<file path="config.mk">
export PLATFORM = sky130hd
export DESIGN_NAME = serial_sub4
export DESIGN_NICKNAME = d
export VERILOG_FILES = /design/src/rtl/sub_pkg.sv /design/src/rtl/fsub1.sv /design/src/rtl/serial_sub4.sv
export SDC_FILE = /design/constraint.sdc
export NUM_CORES = 1
export LEC_CHECK = 0
export CAP_MARGIN = 15
export CORE_UTILIZATION = 48
export CTS_BUF_LIST = sky130_fd_sc_hd__clkbuf_8
export CTS_CLUSTER_SIZE = 25
export DETAILED_ROUTE_END_ITERATION = 16
export PLACE_DENSITY = 0.82
export SLEW_MARGIN = 25
export SYNTH_ARGS = -nofsm -noshare
export SYNTH_HDL_FRONTEND = slang
export SYNTH_SLANG_ARGS = --single-unit
</file>
<file path="constraint.sdc">
create_clock -name clk -period 1.4 [get_ports clk]
set_input_delay 0.21 -clock clk [delete_from_list [all_inputs] [get_ports clk]]
set_output_delay 0.21 -clock clk [all_outputs]
set_load 0.005 [all_outputs]
</file>
<file path="src/rtl/sub_pkg.sv">
// Shared definitions for the bit-serial subtractor: FSM state encoding and default width.
package sub_pkg;

    typedef enum logic [1:0] {
        IDLE = 2'd0,
        RUN  = 2'd1,
        DONE = 2'd2
    } state_e;

    localparam int SUB_W = 4;

endpackage

</file>
<file path="src/rtl/fsub1.sv">
// One-bit full subtractor cell: difference and borrow-out from a - b - bi.
module fsub1 (
    input  logic a,
    input  logic b,
    input  logic bi,
    output logic d,
    output logic bo
);

    assign d  = a ^ b ^ bi;
    assign bo = (~a & b) | (~(a ^ b) & bi);

endmodule

</file>
<file path="src/rtl/serial_sub4.sv">
// Bit-serial subtractor: one bit per clock, LSB first, with unsigned borrow and signed overflow flags.
// Handshake: start is sampled only in IDLE; busy covers RUN and DONE; done pulses for the one DONE cycle.
module serial_sub4
    import sub_pkg::*;
#(
    parameter int WIDTH = SUB_W
) (
    input  logic             clk,
    input  logic             rst_n,
    input  logic             start,
    input  logic [WIDTH-1:0] in1,
    input  logic [WIDTH-1:0] in2,
    output logic             busy,
    output logic             done,
    output logic [WIDTH-1:0] out,
    output logic             borrow,
    output logic             ovf
);

    localparam int CW = $clog2(WIDTH + 1);
    localparam logic [CW-1:0] LAST = CW'(WIDTH - 1);

    state_e           state;
    logic [WIDTH-1:0] a_sr;
    logic [WIDTH-1:0] b_sr;
    logic             bi;
    logic [CW-1:0]    cnt;
    logic             d;
    logic             bo;

    fsub1 u_cell (
        .a  (a_sr[0]),
        .b  (b_sr[0]),
        .bi (bi),
        .d  (d),
        .bo (bo)
    );

    assign busy = (state != IDLE);
    assign done = (state == DONE);

    // The minuend register doubles as the result register: each consumed
    // operand bit is replaced by the difference bit entering at the top.
    always_ff @(posedge clk or negedge rst_n) begin
        if (!rst_n) begin
            state  <= IDLE;
            a_sr   <= '0;
            b_sr   <= '0;
            bi     <= 1'b0;
            cnt    <= '0;
            out    <= '0;
            borrow <= 1'b0;
            ovf    <= 1'b0;
        end else begin
            case (state)
                IDLE: begin
                    if (start) begin
                        a_sr  <= in1;
                        b_sr  <= in2;
                        bi    <= 1'b0;
                        cnt   <= '0;
                        state <= RUN;
                    end
                end
                RUN: begin
                    a_sr <= {d, a_sr[WIDTH-1:1]};
                    b_sr <= b_sr >> 1;
                    bi   <= bo;
                    cnt  <= cnt + CW'(1);
                    if (cnt == LAST) begin
                        // On this edge a_sr[0]/b_sr[0] are the original operand MSBs.
                        out    <= {d, a_sr[WIDTH-1:1]};
                        borrow <= bo;
                        ovf    <= (a_sr[0] != b_sr[0]) && (d != a_sr[0]);
                        state  <= DONE;
                    end
                end
                DONE: begin
                    state <= IDLE;
                end
                default: begin
                    state <= IDLE;
                end
            endcase
        end
    end

endmodule

</file>
Word-level counts from Yosys, hierarchy flattened
Index checks and enable logic that the tools add are counted.
Widths: inputs -> output; s select.
{"block": "word_totals", "out_inout_bits": 8, "in_bits": 11, "wordCells": 41, "ff_bits": 20}
{"block": "classes", "n_eq_ne": 7, "add_sub_neg": 1, "n_bitwise": 7, "reduce_logical": 7, "muxes": 11}
{"op": "$pmux 4 s2", "n": 2}
{"op": "$mux 4", "n": 2}
{"op": "$pmux 3 s2", "n": 1}
{"op": "$reduce_and 2->1", "n": 3}
{"op": "$mux 2", "n": 2}
{"op": "$ne 2x2->1 const B", "n": 2}
{"op": "$pmux 2 s2", "n": 1}
{"op": "$reduce_bool 2->1", "n": 2}
{"op": "$add 3x1->3 const B", "n": 1}
{"op": "$eq 3x2->1 const B", "n": 1}
{"op": "$mux 3", "n": 1}
{"op": "$and 1x1->1", "n": 2}
{"op": "$eq 2x1->1 const B", "n": 1}
{"op": "$eq 2x2->1 const B", "n": 1}
{"op": "$logic_not 2->1", "n": 1}
{"op": "$ne 1x1->1", "n": 2}
{"op": "$not 1->1", "n": 2}
{"op": "$pmux 1 s2", "n": 1}
{"op": "$xor 1x1->1", "n": 2}
{"op": "$logic_and 1x1->1", "n": 1}
{"op": "$mux 1", "n": 1}
{"op": "$or 1x1->1", "n": 1}

Logic depth before layout (Yosys ltp)
Gate-level depths: netlist (run 1).
{"block": "depth", "depth_word": 5, "depth_mapped": 4, "mapped_depth_nobuf": 4}

By module
Synthesis (run 1) repeated with hierarchy kept, for this count alone.
{"block": "unflattened", "hier_cells": 82, "area_unflattened_um2": 904.6}
{"module": "serial_sub4", "cells_each": 78, "area_each_um2": 873.3, "n_inst": 1, "seq_area_each_um2": 500.5}
{"module": "fsub1", "cells_each": 4, "area_each_um2": 31.3, "n_inst": 1, "seq_area_each_um2": 0.0}

Worst setup path after synthesis (run 1)
No wires, ideal clock.
{"block": "synth_timing", "path_type": "reg-to-reg", "from": "register a_sr[0]", "to": "register ovf", "setup_time_ps": 122, "t_arrival_ps": 1294, "required_ps": 1278, "slack_ps": -16, "path_buffers": 0, "stages_incl_launch_ff": 5, "synth_period_minus_slack_ps": 1416, "cell_sequence": "dfrtp_1 > inv_1 > fa_1 > xnor2_1 > a32o_1"}
{"block": "synth_via", "elab_chain_len": 4, "elab_cells_between_ends": 5, "cone_classes": "eq/ne (2); bitwise (2); reduce/logical (1)"}
{"item": "start, declared", "line": "serial_sub4.sv:24", "source": "logic [WIDTH-1:0] a_sr;"}
{"item": "start signal, assigned", "line": "serial_sub4.sv:58", "source": "a_sr <= in1;"}
{"item": "start signal, assigned", "line": "serial_sub4.sv:66", "source": "a_sr <= {d, a_sr[WIDTH-1:1]};"}
{"item": "$xor 1x1->1 (2 in a row)", "line": "fsub1.sv:10", "source": "assign d = a ^ b ^ bi;"}
{"item": "$ne 1x1->1", "line": "serial_sub4.sv:74", "source": "ovf <= (a_sr[0] != b_sr[0]) && (d != a_sr[0]);"}
{"item": "$logic_and 1x1->1 *", "line": "serial_sub4.sv:74"}
{"item": "end signal, assigned", "line": "serial_sub4.sv:74"}
{"item": "end, declared", "line": "serial_sub4.sv:17", "source": "output logic ovf"}
Every way passes the cells marked *; elsewhere a longest branch is shown, timed or not.
A chain may end at the register's enable or synchronous reset.

Worst setup path in the final report (run 1)
Ends and elaborated chain as after synthesis.

==> results of run 1 <==
-- routing by layer --
layer	wire length, um	share of wire, %	vias to the layer above
met5	0	0	-
met4	11	0.55	0
met3	48	2.4	2
met2	1030	51	13
met1	927	46	371
li1	-	-	351
-- worst max path at each step --
stage	slack, ns	from	end	cells after the start
6_report	-0.03	a_sr[0]	ovf	4
5_1_grt	-0.08	a_sr[0]	ovf	4
4_1_cts	-0.05	bi	ovf	3
3_5_place_dp	-0.16	start	cnt[0]	3
3_3_place_gp	-0.09	start	cnt[0]	3
2_1_floorplan	-0.01	a_sr[0]	ovf	4
-- final cells by class --
| cell class | instances | area [um^2] |
|---|---|---|
| repair buffers | 34 | 299 |
| flip-flops and latches | 20 | 500 |
| well taps | 27 | 33.8 |
| inverters | 12 | 45.0 |
| fillers | 129 | 584 |
| multi-input cells | 44 | 464 |
| clock buffers | 4 | 55.1 |
-- cell usage in the layout (no fill, tap or decap), types with 2 or more instances in the layout --
master	n
inv_1	11
a222oi_1	2
clkdlybuf4s50_1	16
nand2b_1	2
a22o_1	3
a32o_1	2
dfrtp_1	20
nor4b_2	3
nor4b_1	2
nor3b_1	5
nor2b_1	3
ha_1	2
nor2b_2	2
mux2_1	3
clkbuf_8	4
a211oi_2	4
buf_4	16
-- kinds of logic after synthesis --
| logic type | after synthesis | share of synthesized area (%) |
|---|---|---|
| AND/OR/NAND/NOR | 19 | 16.7 |
| flip-flops | 20 | 49.0 |
| AO/OA/AOI/OAI | 14 | 13.7 |
| multiplexers | 6 | 6.49 |
| XOR/XNOR | 1 | 0.858 |
| adder cells (fa/ha/maj) | 4 | 5.64 |
| buffers and inverters | 16 | 7.60 |
-- power by group --
group,internal [mW],total (mW),leakage (nW),switching [mW]
Combinational,0.889,1.56,0.379,0.669
Sequential,0.847,1.01,0.239,0.165
Clock,0.250,0.437,0.0288,0.187
-- what timing repair did --
| action | CTS | global route |
|---|---|---|
| pin swaps | 3 | 2 |
| gates resized for setup | 4 | 5 |
| cloned | 0 | 0 |
| setup endpoints to repair | 9 | 18 |
| setup buffers | 2 | 2 |
-- registers in the layout (all words and copies together), names as in the netlist --
name,cells
state,2
a_sr,4
bi,1
out,4
ovf,1
b_sr,4
cnt,3
borrow,1
-- through the flow --
step	utilization, %	std cells	instance area (um^2)	TNS, ns
global placement	65.2	133	1290	-0.672
finish	70.5	141	1400	-0.0332
detailed placement	65.2	133	1290	-1.59
floorplan	-	80	1020	-0.0136
global route	70.5	141	1400	-0.108
CTS	68.9	139	1370	-0.0451
-- worst register-to-register path, stage by stage, from the launching register on --
cell and delay (ns):
dfrtp_1 0.36, inv_2 0.05, fa_2 0.60, xnor2_1 0.07, a32o_1 0.24
==> implementation parameters, run 1 <==
Parameter                              Value

Setup path
  End of the worst register-to-register path ... ovf
  Cell-by-cell trace of the critical path ... inv_2 > fa_2 > xnor2_1 > a32o_1
  Top delay family on crit path ... adder cells
  Crit. End Element ... flop
  Count of buffering cells on the critical path with inverters included ... 1
  Arrival time of data at the critical path endpoint ... ~1.6 ns
  Internal reg-to-reg setup slack ... -0.03 ns
  Launch instance of the worst register-to-register path ... a_sr[0]
  Critical-path cell with the highest stage delay ... fa_2
  Endpoint required time on the critical path ... between 1.5 and 2 ns
  Largest fanout on the critical path ... 3
  Kind of launch point of the worst setup path ... flop
  Worst Reg2Reg Path Length in Cells ... 4
  Setup Crit Path Kind ... reg2reg
  Critical path's largest stage delay ... ~0.60 ns

Drt
  Via count normalized by instance count ... 5.23
  Final WL ... between 2 and 2.5 mm
  Router iterations before antenna repair ... 4
  Routed WL per cell ... around 14 um
  Remaining design rule violation count ... 0
  Vias ... about 740
  Routed Antenna Nets ... 0
  Number of design-rule violations left by the first detailed-router iteration ... 12

Global route
  Layer with the highest usage after global routing ... met2
  Total gr overflow ... 0
  Total Routing Usage GR ... roughly a fifth
  Largest net degree at the start of global routing ... 21
  Wire length of the first global-routing pass ... around 3.3 mm
  Met1 Track Usage GR ... between 20 and 30%
  Antenna violations before repair ... 0
  Met2 Track Usage GR ... roughly a third
  Grt met3 use ... between 3 and 4%
  Number of global-route vias before repair ... 721

STA
  Highest Clock Rate ... 698 MHz
  Worst slew slack as a fraction of its limit ... about three quarters
  Number of slew-limit violations in the final report ... 0
  Fraction of the cycle the final worst path needs ... 102%
  Total of endpoints with negative setup slack in the final report ... 1
  Worst clock skew ... ~0.0037 ns
  Worst hold slack ... 0.294 ns
  RSZ-0062 raised after global routing ... yes
  Setup slack of the critical path after layout ... -0.0332 ns
  Minimum clock period ... 1.43 ns
  Fin. Hold Viols ... 0
  Worst Max-Slew Pin Slew ... slightly below 0.4 ns

Synthesis
  Count of flip-flops with a built-in enable after synthesis ... 0
  Yosys reg bits ... 20
  Area share of the largest cell type after synthesis ... approximately half
  Main synth FF type ... dfrtp_1
  Share of flip-flops with an asynchronous set or reset after synthesis ... 100%
  Most used standard cells in the synthesized netlist ... dfrtp_1, inv_1, nor3b_1
  Library cell with the highest instance count after synthesis ... dfrtp_1
  Share of synthesized area occupied by flip-flops and latches ... approximately half
  Synth warn ... 0
  Area contributors post-synth ... dfrtp_1, a211oi_2, inv_1, mux2_1, nor4b_2
  Distinct cell type count after synthesis ... 25
  Avg Cell Area, Syn ... around 13 um^2
  Post-synth top area cell ... dfrtp_1
  Post-Syn Area ... 1020 um^2
  Cells after synthesis ... 80
  Net count after synthesis ... 95

Run status
  Violations in the final reports ... setup timing
  Result of the run ... finished with violations

Clocking
  Max H-tree Level ... 1
  Worst-case clock buffer depth ... 2
  CTS buffer count ... 3
  Hold-fix buffers, CTS ... 0
  Root cell of the clock tree ... clkbuf_8
  Number of clock sinks ... 20
  Clock latency on the worst-skew pair ... between 0.2 and 0.3 ns
  Clock transition at the registers of the reported paths ... roughly 0.07 ns
  Clock tree from TritonCTS ... yes

Die
  Placeable core region ... between 1500 and 2000 um^2
  Die outline area ... around 2300 um^2
  Die boundary width ... 48.1 um
  Std-Cell Rows ... 16
  Initial core utilization ... approximately half
  Die Y-Extent ... roughly 48 um
  Top-Level Pins ... 19

Finish
  Area added between synthesis and finish ... 36.9%
  Final layout net count ... 130
  Layout cell share with drive strength beyond 1 ... between 30% and 40%
  Antenna Diode Count ... 0

Placement
  DP HPWL ... 1.42 mm
  Final GP Congestion ... around 0.78
  Pre-CTS WS ... -0.156 ns
  Count of input and output buffers ... 18

Power and ir drop
  Static Leak ... between 0.6 and 0.7 nW
  Max VDD drop ... between 0.001 and 0.0015 V
  Total power ... ~3.0 mW
  Power density of the placed cells ... about 2200 nW/um^2

Worst hold path
  HP Class ... in2async

Job
  Max-cap violations ... 0
Note: power is estimated with default switching activity, not from simulation.
==> run 2, diff against run 1 <==
- PLACE_DENSITY: 0.82 -> 0.77
==> run 2 against run 1 <==
Compared with the run above:
- the flow still finishes with violations (setup timing)
- first-iteration DRC count up 25%
- hold slack better by 0.0057 ns
- total power up 9.8%
- non-clock buffer count up 3
- via count up 2.2%
- clock skew up 0.0030 ns
- sequential share of layout area down 1.4 points
- flip-flop and latch count unchanged
- count of clock-buffer cells in the layout down 1
- critical path type unchanged
==> implementation parameters, run 2 (synthesis results as in run 1) <==
Parameter                              Value

Power and ir drop
  Clk network pwr share ... between 10% and 20%
  Combinational fraction of design power ... 50.6%
  Total power ... ~3.3 mW
  P_int ... roughly 2.2 mW
  Part of the power in registers ... roughly a third
  Static Leak ... 0.682 nW
  Power density of the placed cells ... approximately 2300 nW/um^2
  Net switching fraction of the power ... roughly a third
  Max VDD drop ... roughly 0.0015 V
  Psw ... roughly 1.1 mW

Setup path
  Worst Reg2Reg Path Length in Cells ... 3
  End of the critical path ... ovf
  Critical path launch point ... bi
  Critical path's largest stage delay ... around 0.61 ns
  Crit. End Element ... flop
  Top delay family on crit path ... adder cells
  Internal reg-to-reg setup slack ... -0.03 ns
  Cell-by-cell trace of the critical path ... fa_2 > xnor2_1 > a32o_1
  Arrival time of data at the critical path endpoint ... around 1.6 ns
  Path length in cells of the critical path ... 3
  Kind of launch point of the worst setup path ... flop
  Critical-path cell with the highest stage delay ... fa_2
  Launch instance of the worst register-to-register path ... bi
  Largest fanout on the critical path ... 3
  Setup Crit Path Kind ... reg2reg
  Count of buffering cells on the critical path with inverters included ... 0
  Endpoint required time on the critical path ... 1.55 ns
  End of the worst register-to-register path ... ovf

Global route
  Total Routing Usage GR ... a little over a fifth
  Largest net degree at the start of global routing ... 21
  Wire length of the first global-routing pass ... between 3 and 4 mm
  Number of global-route vias before repair ... between 700 and 800
  Antenna violations before repair ... 0
  Total gr overflow ... 0

Finish
  Final standard cell area without fillers ... approximately 1500 um^2
  Non-filler instance count after layout ... approximately 140
  Area added between synthesis and finish ... 43.0%
  Commonest cells after routing, fill and taps aside ... dfrtp_1, buf_4, clkdlybuf4s50_1, inv_1, nor3b_1
  Final layout net count ... 133
  Utilization of the core after routing ... 73.7%
  Top Registers ... a_sr (4), b_sr (4), out (4)
  Commonest non-fill, non-tap cell in the layout ... dfrtp_1
  Layout cell share with drive strength beyond 1 ... approximately 36%
  Antenna Diode Count ... 0

Placement
  Count of input and output buffers ... 18
  Number of cells after detailed placement ... ~130
  Final GP Congestion ... about 0.72
  Instance area after placement ... roughly 1300 um^2
  DP HPWL ... between 1 and 1.5 mm

Drt
  Vias ... between 700 and 800
  Router iterations before antenna repair ... 4
  Number of design-rule violations left by the first detailed-router iteration ... 15
  Via count normalized by instance count ... around 5.2
  Routed WL per cell ... 15.0 um
  Final WL ... between 2 and 2.5 mm
  Remaining design rule violation count ... 0
  Routed Antenna Nets ... 0

STA
  Fin. Hold Viols ... 0
  Worst clock skew ... between 0.006 and 0.007 ns
  Minimum clock period ... roughly 1.4 ns
  Number of slew-limit violations in the final report ... 0
  Worst hold slack ... ~0.3 ns
  RSZ-0062 raised after global routing ... yes
  Fraction of the cycle the final worst path needs ... 102%
  Worst slew slack as a fraction of its limit ... roughly three quarters
  Total of endpoints with negative setup slack in the final report ... 1
  Highest Clock Rate ... about 700 MHz
  Setup slack of the critical path after layout ... -0.0334 ns
  Worst Max-Slew Pin Slew ... about 0.35 ns

Clocking
  Worst-case clock buffer depth ... 2
  Clock transition at the registers of the reported paths ... approximately 0.080 ns
  Max H-tree Level ... 1
  CTS buffer count ... 3
  Root cell of the clock tree ... clkbuf_8
  Clock latency on the worst-skew pair ... 0.27 ns
  Clock tree from TritonCTS ... yes
  Number of clock sinks ... 20

Die
  Die outline area ... ~2300 um^2
  Die Y-Extent ... around 48 um
  Std-Cell Rows ... 16
  Die boundary width ... between 40 and 50 um
  Top-Level Pins ... 19
  Placeable core region ... between 1500 and 2000 um^2
  Initial core utilization ... roughly half

Run status
  Result of the run ... finished with violations
  Violations in the final reports ... setup timing

Worst hold path
  HP Class ... in2async

Job
  Max-cap violations ... 0
==> run 2: timing repair <==
item,CTS,global route
resized for setup,7,5
hold buffers,0,0
endpoints found under the setup margin,11,15
setup buffers,3,4
pin swaps,0,3
==> run 2: cell type report <==
class                   instances  area (um^2)
fillers                       135          522
flip-flops and latches         20          503
multi-input cells              44          470
repair buffers                 37          337
inverters                      12         45.0
clock buffers                   3         41.3
well taps                      27         33.8
clock inverters                 1         30.0
==> run 2: routing by layer <==
metal	up-vias	track usage [%]	share of wire (%)
met5	-	0	0
li1	357	-	-
met1	378	27.2	43
met2	16	38.4	53
met4	0	6.67	1.1
met3	2	3.70	2.8
==> run 2: through the flow <==
step | setup WS, ns | TNS (ns)
after floorplan | -0.0136 | -0.0136
after CTS | -0.0374 | -0.0374
final | -0.0334 | -0.0334
after global routing | -0.0791 | -0.120
after detailed placement | -0.141 | -1.38
after global placement | -0.101 | -0.813
==> run 2: power groups by stage <==
stage / clock [mW] / sequential [mW] / combinational [mW]
2_1_floorplan: 0 / 0.996 / 0.934
3_3_place_gp: 0 / 1.03 / 1.40
3_5_place_dp: 0 / 1.04 / 1.45
4_1_cts: 0.593 / 1.03 / 1.54
5_1_grt: 0.612 / 1.08 / 1.83
6_report: 0.588 / 1.04 / 1.67
==> run 2: how the worst min path moves through the flow <==
stage,end,from
6_report,borrow,rst_n
3_3_place_gp,out[2],out[2]
2_1_floorplan,a_sr[0],rst_n
5_1_grt,out[3],rst_n
3_5_place_dp,out[2],out[2]
4_1_cts,out[3],rst_n
==> run 3, diff against run 2 <==
--- a/config.mk
+++ b/config.mk
@@ -8,3 +8,3 @@
 export CAP_MARGIN = 15
-export CORE_UTILIZATION = 48
+export CORE_UTILIZATION = 45
 export CTS_BUF_LIST = sky130_fd_sc_hd__clkbuf_8
@@ -12,3 +12,3 @@
 export DETAILED_ROUTE_END_ITERATION = 16
-export PLACE_DENSITY = 0.77
+export PLACE_DENSITY = 0.73
 export SLEW_MARGIN = 25
--- a/constraint.sdc
+++ b/constraint.sdc
@@ -3,2 +3,2 @@
 set_output_delay 0.21 -clock clk [all_outputs]
-set_load 0.005 [all_outputs]
+set_load 0.05 [all_outputs]
==> run 3 against run 2 <==
Compared with the run above:
- the run still ends with setup timing left
- non-clock buffer count fell by 4
- sequential power grew 8%
- global-route usage shrank 3.4 points
- setup slack got worse by 0.019 ns
- flip-flop and latch count is the same
- die area increased by 6.4%
- cell count fell by 2.8%
- routed wire length fell by 7.4%
- count of clock-buffer cells in the layout grew 1
- register-to-register slack worse by 0.02 ns
- clock power is 26% lower
- first-iteration DRC count increased by 6.7%
- critical endpoint unchanged
- largest power group unchanged
==> implementation parameters, run 3 (synthesis results as in run 1) <==
Parameter                              Value

Placement
  DP HPWL ... around 1.4 mm
  Number of cells after detailed placement ... approximately 130
  Pre-CTS WS ... -0.138 ns
  Count of input and output buffers ... 18
  Instance area after placement ... around 1400 um^2
  Final GP Congestion ... 0.735

Clocking
  Hold-fix buffers, CTS ... 0
  Clock tree from TritonCTS ... yes
  Worst-case clock buffer depth ... 2
  Root cell of the clock tree ... clkbuf_8
  CTS buffer count ... 3
  Clock transition at the registers of the reported paths ... around 0.070 ns
  Max H-tree Level ... 1
  Number of clock sinks ... 20
  Clock latency on the worst-skew pair ... 0.25 ns

STA
  Setup slack of the critical path after layout ... -0.0527 ns
  Highest Clock Rate ... slightly below 700 MHz
  Worst clock skew ... around 0.0026 ns
  Total of endpoints with negative setup slack in the final report ... 1
  Minimum clock period ... around 1.5 ns
  Fraction of the cycle the final worst path needs ... 104%
  Number of slew-limit violations in the final report ... 0
  Worst Max-Slew Pin Slew ... about 0.37 ns
  Worst hold slack ... 0.282 ns
  Fin. Hold Viols ... 0
  RSZ-0062 raised after global routing ... yes
  Worst slew slack as a fraction of its limit ... 75.1%

Power and ir drop
  Total power ... roughly 3.7 mW
  Power density of the placed cells ... roughly 2500 nW/um^2
  Max VDD drop ... around 0.0016 V
  Static Leak ... about 0.69 nW

Finish
  Area added between synthesis and finish ... 45.3%
  Top Registers ... a_sr (4), b_sr (4), out (4)
  Final layout net count ... 129
  Non-filler instance count after layout ... between 100 and 150
  Final standard cell area without fillers ... 1480 um^2
  Antenna Diode Count ... 0
  Commonest cells after routing, fill and taps aside ... dfrtp_1, buf_4, inv_1, clkdlybuf4s50_1, buf_12
  Commonest non-fill, non-tap cell in the layout ... dfrtp_1
  Number of fill cells ... ~150
  Layout cell share with drive strength beyond 1 ... between 40% and 50%

Worst hold path
  HP Class ... in2async

Setup path
  Critical path's largest stage delay ... 0.61 ns
  Kind of launch point of the worst setup path ... flop
  End of the worst register-to-register path ... ovf
  Arrival time of data at the critical path endpoint ... ~1.6 ns
  Worst Reg2Reg Path Length in Cells ... 4
  Internal reg-to-reg setup slack ... -0.05 ns
  Cell-by-cell trace of the critical path ... inv_2 > fa_2 > xnor2_1 > a32o_1
  Count of buffering cells on the critical path with inverters included ... 1
  Crit. End Element ... flop
  Top delay family on crit path ... adder cells
  Launch instance of the worst register-to-register path ... a_sr[0]
  Critical-path cell with the highest stage delay ... fa_2
  Endpoint required time on the critical path ... 1.55 ns
  Setup Crit Path Kind ... reg2reg
  Largest fanout on the critical path ... 3

Die
  Std-Cell Rows ... 16
  Top-Level Pins ... 19
  Placeable core region ... 2040 um^2
  Die outline area ... between 2000 and 2500 um^2
  Die Y-Extent ... 49.6 um
  Initial core utilization ... 50.0%
  Die boundary width ... 49.6 um

Global route
  Total Routing Usage GR ... between 10% and 20%
  Wire length of the first global-routing pass ... about 3.4 mm
  Total gr overflow ... 0
  Largest net degree at the start of global routing ... 21
  Number of global-route vias before repair ... 752
  Antenna violations before repair ... 0

Job
  Max-cap violations ... 0

Drt
  Number of design-rule violations left by the first detailed-router iteration ... 16
  Routed Antenna Nets ... 0
  Remaining design rule violation count ... 0
  Router iterations before antenna repair ... 5
  Routed WL per cell ... between 10 and 15 um
  Vias ... between 700 and 800
  Via count normalized by instance count ... 5.14
  Final WL ... around 2 mm

Run status
  Result of the run ... finished with violations
  Violations in the final reports ... setup timing
run 3: changes by cell type in the layout (fill, tap and decap cells not counted), sizes merged:
cell	delta
bufinv	-1
dlygate4sd2	-2
clkdlybuf4s50	-6
buf	+4
clkbuf	+1
run 3: area by class of cell:
type / count / area (um^2) / share of cell area [%]
clock buffers: 4 / 55.1 / 3.71
flip-flops and latches: 20 / 503 / 33.9
well taps: 27 / 33.8 / 2.28
multi-input cells: 44 / 474 / 32.0
repair buffers: 33 / 373 / 25.1
inverters: 12 / 45.0 / 3.04
run 3: power breakdown:
part           internal, mW  leakage, nW  total, mW  switching (mW)
combinational          1.13        0.419       2.12           0.985
clock                 0.250       0.0288      0.434           0.184
sequential            0.852        0.237       1.12           0.270
run 3: worst register-to-register path, cell delays in order, from the launching register on:
cell and delay [ns]:
dfrtp_1 0.37, inv_2 0.06, fa_2 0.61, xnor2_1 0.07
a32o_1 0.24
run 3: worst max-delay path by stage:
stage | depth (start not counted) | end | slack, ns | start
after floorplan | 4 | ovf | -0.01 | a_sr[0]
after global placement | 3 | cnt[0] | -0.1 | start
after detailed placement | 3 | cnt[0] | -0.14 | start
after CTS | 4 | ovf | -0.04 | a_sr[0]
after global routing | 4 | ovf | -0.11 | a_sr[0]
final | 4 | ovf | -0.05 | a_sr[0]
run 3: timing repair:
| item | 4_1_cts | 5_1_grt |
|---|---|---|
| gates resized for setup | 4 | 4 |
| pin swaps | 0 | 2 |
| buffers inserted | 1 | 3 |
| endpoints found under the setup margin | 8 | 8 |
run 3: metal layers:
metal / vias to the layer above / routed length [um] / global-route usage, %
li1: 349 / - / -
met1: 355 / 942 / 25.7
met2: 16 / 998 / 29.1
met3: 0 / 60 / 1.85
met4: 0 / 0 / 7.14
met5: - / 0 / 0
run 3: stage by stage:
step	TNS, ns	util, %
final	-0.0527	72.7
after global routing	-0.203	72.7
after CTS	-0.0425	70.4
after detailed placement	-1.35	67.0
after global placement	-0.780	67.0
after floorplan	-0.0136	-
